[config.mk]
export PLATFORM = sky130hd
export DESIGN_NAME = multicycle_processor
export DESIGN_NICKNAME = d
export VERILOG_FILES = /design/src/rtl/multicycle_processor.sv
export SDC_FILE = /design/constraint.sdc
export NUM_CORES = 2
export LEC_CHECK = 0
export CORE_MARGIN = 5
export CORE_UTILIZATION = 30
export DETAILED_ROUTE_END_ITERATION = 12
export PLACE_DENSITY_LB_ADDON = 0.15
export SLEW_MARGIN = 40
export SYNTH_ARGS = -nofsm -noshare
export SYNTH_HDL_FRONTEND = slang
export SYNTH_SLANG_ARGS = --single-unit
[constraint.sdc]
create_clock -name clk_in -period 3.8 [get_ports clk_in]
set_input_delay 0.76 -clock clk_in [delete_from_list [all_inputs] [get_ports clk_in]]
set_output_delay 0.76 -clock clk_in [all_outputs]
set_load 0.005 [all_outputs]
[src/rtl/multicycle_processor.sv]
// Multi-cycle MIPS-subset core sharing one memory port between instruction fetch and data.
// Each instruction walks FETCH -> DECODE -> EXECUTE [-> MEM] [-> WRITEBACK]; faults park in HALT.
module multicycle_processor #(
    parameter int ADDR_W      = 8,
    parameter int RESET_PC    = 0,
    parameter int ACK_TIMEOUT = 255
) (
    input  logic              clk_in,
    input  logic              clr,
    output logic              mem_req,
    output logic              mem_we,
    output logic [ADDR_W-1:0] mem_addr,
    output logic [31:0]       mem_wdata,
    input  logic [31:0]       mem_rdata,
    input  logic              mem_ack,
    output logic [ADDR_W-1:0] pc_out,
    output logic              retire,
    output logic              halted,
    output logic              fault,
    output logic [2:0]        dbg_state
);
    typedef enum logic [2:0] {
        S_FETCH, S_DECODE, S_EXECUTE, S_MEM, S_WRITEBACK, S_HALT
    } state_t;

    localparam logic [5:0] OP_RTYPE = 6'h00;
    localparam logic [5:0] OP_J     = 6'h02;
    localparam logic [5:0] OP_BEQ   = 6'h04;
    localparam logic [5:0] OP_ADDI  = 6'h08;
    localparam logic [5:0] OP_LW    = 6'h23;
    localparam logic [5:0] OP_SW    = 6'h2B;

    state_t            r_state, w_next;
    logic [ADDR_W-1:0] r_pc, r_maddr;
    logic [31:0]       r_ir, r_a, r_b, r_imm, r_result;
    logic [31:0]       r_regs [32];
    logic [31:0]       r_wait;
    logic              r_fault;

    logic [5:0]        w_op, w_funct;
    logic [4:0]        w_rs, w_rt, w_dest;
    logic              w_legal, w_funct_ok, w_access, w_timeout, w_wr_en;
    logic [ADDR_W-1:0] w_pc4, w_btarget, w_jtarget, w_eaddr;
    logic [31:0]       w_alu, w_wb;

    assign w_op       = r_ir[31:26];
    assign w_rs       = r_ir[25:21];
    assign w_rt       = r_ir[20:16];
    assign w_funct    = r_ir[5:0];
    assign w_pc4      = r_pc + ADDR_W'(4);
    assign w_btarget  = w_pc4 + ADDR_W'({r_imm[29:0], 2'b00});
    assign w_jtarget  = ADDR_W'({r_ir[25:0], 2'b00});
    assign w_eaddr    = ADDR_W'(r_a + r_imm);
    assign w_access   = (r_state == S_FETCH) || (r_state == S_MEM);
    assign w_timeout  = w_access && !mem_ack && (r_wait == 32'(ACK_TIMEOUT - 1));
    assign w_legal    = (w_op == OP_RTYPE) || (w_op == OP_J) || (w_op == OP_BEQ) ||
                        (w_op == OP_ADDI) || (w_op == OP_LW) || (w_op == OP_SW);
    assign w_funct_ok = (w_funct == 6'h20) || (w_funct == 6'h22) || (w_funct == 6'h24) ||
                        (w_funct == 6'h25) || (w_funct == 6'h2A);

    // An R-type with an unknown funct still retires, it just never writes the file.
    assign w_dest  = (w_op == OP_RTYPE) ? r_ir[15:11] : w_rt;
    assign w_wr_en = (w_dest != 5'd0) && !((w_op == OP_RTYPE) && !w_funct_ok);
    assign w_wb    = r_result;

    always_comb begin
        w_alu = r_a + r_imm;
        if (w_op == OP_RTYPE) begin
            case (w_funct)
                6'h20:   w_alu = r_a + r_b;
                6'h22:   w_alu = r_a - r_b;
                6'h24:   w_alu = r_a & r_b;
                6'h25:   w_alu = r_a | r_b;
                6'h2A:   w_alu = {31'd0, $signed(r_a) < $signed(r_b)};
                default: w_alu = '0;
            endcase
        end
    end

    always_comb begin
        w_next = r_state;
        case (r_state)
            S_FETCH: begin
                if (mem_ack)        w_next = S_DECODE;
                else if (w_timeout) w_next = S_HALT;
            end
            S_DECODE:  w_next = w_legal ? S_EXECUTE : S_HALT;
            S_EXECUTE: begin
                case (w_op)
                    OP_LW, OP_SW: w_next = S_MEM;
                    OP_BEQ, OP_J: w_next = S_FETCH;
                    default:      w_next = S_WRITEBACK;
                endcase
            end
            S_MEM: begin
                if (mem_ack)        w_next = (w_op == OP_LW) ? S_WRITEBACK : S_FETCH;
                else if (w_timeout) w_next = S_HALT;
            end
            S_WRITEBACK: w_next = S_FETCH;
            S_HALT:      w_next = S_HALT;
            default:     w_next = S_FETCH;
        endcase
    end

    // Bus outputs are masked by clr so nothing is requested or retired while reset is held.
    always_comb begin
        mem_req   = w_access && !clr;
        mem_we    = (r_state == S_MEM) && (w_op == OP_SW) && !clr;
        mem_addr  = '0;
        mem_wdata = '0;
        if (r_state == S_FETCH) mem_addr = {r_pc[ADDR_W-1:2], 2'b00};
        if (r_state == S_MEM) begin
            mem_addr = r_maddr;
            if (w_op == OP_SW) mem_wdata = r_b;
        end
        retire = !clr && (((r_state == S_EXECUTE) && ((w_op == OP_BEQ) || (w_op == OP_J))) ||
                          ((r_state == S_MEM) && (w_op == OP_SW) && mem_ack) ||
                          (r_state == S_WRITEBACK));
    end

    assign pc_out    = r_pc;
    assign halted    = (r_state == S_HALT);
    assign fault     = r_fault;
    assign dbg_state = r_state;

    always_ff @(posedge clk_in) begin
        if (clr) begin
            r_state  <= S_FETCH;
            r_pc     <= ADDR_W'(RESET_PC);
            r_ir     <= '0;
            r_a      <= '0;
            r_b      <= '0;
            r_imm    <= '0;
            r_result <= '0;
            r_maddr  <= '0;
            r_wait   <= '0;
            r_fault  <= 1'b0;
            for (int i = 0; i < 32; i++) r_regs[i] <= '0;
        end else begin
            r_state <= w_next;
            if (w_access && !mem_ack && !w_timeout) r_wait <= r_wait + 32'd1;
            else                                    r_wait <= '0;
            // HALT is only ever entered on an illegal opcode or a bus timeout.
            if (w_next == S_HALT) r_fault <= 1'b1;
            case (r_state)
                S_FETCH: if (mem_ack) r_ir <= mem_rdata;
                S_DECODE: begin
                    r_a   <= r_regs[w_rs];
                    r_b   <= r_regs[w_rt];
                    r_imm <= {{16{r_ir[15]}}, r_ir[15:0]};
                end
                S_EXECUTE: begin
                    r_result <= w_alu;
                    r_maddr  <= {w_eaddr[ADDR_W-1:2], 2'b00};
                    if (w_op == OP_BEQ) r_pc <= (r_a == r_b) ? w_btarget : w_pc4;
                    if (w_op == OP_J)   r_pc <= w_jtarget;
                end
                S_MEM: begin
                    if (mem_ack) begin
                        if (w_op == OP_SW) r_pc     <= w_pc4;
                        else               r_result <= mem_rdata;
                    end
                end
                S_WRITEBACK: begin
                    r_pc <= w_pc4;
                    if (w_wr_en) r_regs[w_dest] <= w_wb;
                end
                default: ;
            endcase
        end
    end
endmodule

==> results.cfg <==
[outcome]
status = completed

[synth]
synth_edf_count = 1024
synthFlopType = edfxtp_1
async_flop_share = 0
synth_top_area_cell = edfxtp_1
ys_warn_count = 0
avgSynthCellArea_um2 = 13.2
synth_area_leaders = edfxtp_1 45%, mux4_2 21%, and2_1 9.1%, dfxtp_1 5.6%, ha_1 2.6%
synth_top_area_share = 0.447
synthCells = 5193
netlist-cell-type-count = 87
ys_ff_latch = 1216
netlist_area_um2 = 68800
seq_area_frac_synth = 0.503

[floorplanning]
die-area_um2 = 239000
die_w_um = 489
boundaryPins = 91
core_um2 = 228000
start_util = 0.302
die_y_um = 489
num_rows = 175

[timing]
rsz0062_at_grt = no
relSlewSlack = 0.346
tightest_slew_ns = 0.981
min_period_ns = 3.65
hold_viol = 0
fin_skew_ns = 0.0362
final.period_utilization = 0.960
slew_violations = 0
fmax_ghz = 0.274
finalSetupViolCount = 0
setup_tns_ns = 0

[worst_setup_path]
r2r_setup_slack_ns = 0.16
cpMaxStageDelayCell = clkdlybuf4s50_1
path_cells = nand4b_1, nor2_4, nand2_1, buf_4, nor3_2, clkdlybuf4s50_1
r2r-end = r_result[31]
r2r_cells = 14
critPathMaxStageDelay_ns = 0.58
crit_buf_inv = 2
rr_startpoint = r_b[7]
cp.arrival_ns = 2.89
critPathMaxFanout = 24
endpoint_kind = primary output
critPathTopFamily = buffers and inverters
worstSetupPathType = reg -> out
startpoint_type = flip-flop
worst_ep_required_time_ns = 3.04

[route]
routedWlPerCell_um = 30.2
wl_um = 256000
vias = 45629
viasPerCell = 5.38
first_iter_violations = 4813
route.detailed.drc = 0
ant_nets = 0
first_pass_iters = 5

[grt]
grt_use_met3 = 0.0325
grt_use_met2 = 0.351
grt_pass1_vias = 45805
antenna_found_initial = 20
grtUsageMet1 = 0.293
grtUsageTotal = 0.212
grt_overflow = 0
grt_max_degree = 145
grt_pass1_wl_um = 361000
grt-busiest-layer = met2

[clock_network]
cts_made_buffers = 151
worstSkewPairLatency_ns = 0.82
htreeDepth = 4
cts_buffer_depth = 3
cts.sinks = 1216
clk_pin_slew_ns = 0.05
clockRootBuffer = clkbuf_16
cts_tree = done
holdBufCountCts = 0

[worst_hold_path]
holdPathStages = 3
hold_end = fault
hp-class = in -> reg
hold_start = clr

[job]
maxCapViolCount = 0

[layout]
synthToLayoutAreaGrowth_pct = 17.0
fill_cells = 21964
nNetsFinal = 5532
drive_above_1_share = 0.246

[placed_design]
portBuffers = 86
dpl.hpwl_um = 172000
place_congestion = 0.888

[power_and_ir_drop]
leakagePower_nw = 27.6
finalPower_mw = 37.9
ir_drop_mv = 0.533
p_per_area_nw_per_um2 = 472
-- worst min-delay path: cells and delay by family --
family | cells | cell delay [ns]
buffers and inverters | 2 | 0.31
and+or+nand+nor | 1 | 0.13
-- layout by cell type, fill, tap and decap left out, drive strengths merged, types with 65 or more instances in the layout --
| master | count |
|---|---|
| a211oi | 97 |
| a21oi | 207 |
| and2 | 997 |
| buf | 365 |
| clkbuf | 190 |
| clkdlybuf4s50 | 85 |
| clkinv | 65 |
| dfxtp | 192 |
| edfxtp | 1024 |
| ha | 142 |
| inv | 127 |
| mux2i | 78 |
| mux4 | 640 |
| nand2 | 240 |
| nor2 | 283 |
| nor3 | 73 |
| o21ai | 117 |
-- worst max path at each step --
stage / start / endpoint / slack, ns / cells past startpoint
after detailed placement: r_b[7] / r_result[31] / 0.10 / 14
final: r_ir[27] / mem_wdata[11] / 0.15 / 6
after global placement: r_b[26] / pc_out[4] / 0.17 / 14
after global routing: r_a[0] / r_result[14] / 0.0004 / 15
after CTS: r_ir[28] / mem_wdata[11] / 0.009 / 6
after floorplan: r_ir[31] / r_regs[3][0] / 0.57 / 8
-- cells by family after synthesis --
kind of cell,share of synthesized area
buf+inv,0.0347
simple gates,0.143
flops,0.503
mux,0.221
fa+ha+maj,0.0271
compound gates,0.0588
other cells,0.0000545
xor+xnor,0.0116
-- synthesized netlist by cell type, types with 68 or more instances --
cell type  number
a211oi_1       97
a21oi_1       207
and2_1        997
clkbuf_1      352
dfxtp_1       192
edfxtp_1     1024
ha_1          142
inv_1         122
mux2i_1        76
mux4_2        640
nand2_1       238
nor2_1        277
nor3_1         68
o21ai_0       110
-- repair_timing --
item	4_1_cts	5_1_grt
pin swaps	0	1
gates resized for setup	13	5
buffers inserted	0	2
endpoints found under the setup margin	34	13
-- metal layers --
layer	vias to the layer above	part of all wire	wire, um
met1	23999	0.44	113000
met3	285	0.058	14900
met5	-	0.000051	13
li1	19870	-	-
met4	2	0.021	5490
met2	1473	0.48	123000
-- sequential cells by signal (all words and copies together), names as in the netlist --
signal / count
pc_out: 6
r_wait: 32
r_maddr: 6
dbg_state: 3
r_imm: 16
r_regs: 1024
r_b: 32
r_result: 32
r_ir: 32
fault: 1
r_a: 32
-- stage by stage --
step	utilization	area (um^2)	instances	hold slack [ns]	worst slack (ns)
floorplan	-	68900	5228	0.432	0.570
global placement	0.332	75600	8205	0.441	0.165
detailed placement	0.332	75600	8205	0.443	0.101
CTS	0.353	80400	8477	0.461	0.00939
global route	0.353	80400	8479	0.480	0.000392
finish	0.353	80500	8482	0.448	0.153
-- cell type report --
cell class,instances,area (um^2),area share
timing repair buffer,450,4590,0.0570
clock buffer,190,3970,0.0493
inverter,122,458,0.00569
multi-input combinational,3410,32200,0.401
tap,3009,3760,0.0468
clock inverter,82,751,0.00933
sequential,1216,34700,0.431
antenna,3,7.51,0.0000933
-- where the power goes --
part / internal, mW / leakage, nW / switching [mW]
logic: 3.35 / 13.1 / 4.97
clock network: 8.03 / 2.30 / 6.07
registers: 15.0 / 12.1 / 0.525
total: 26.4 / 27.6 / 11.6
Note: power is estimated with default switching activity, not from simulation.
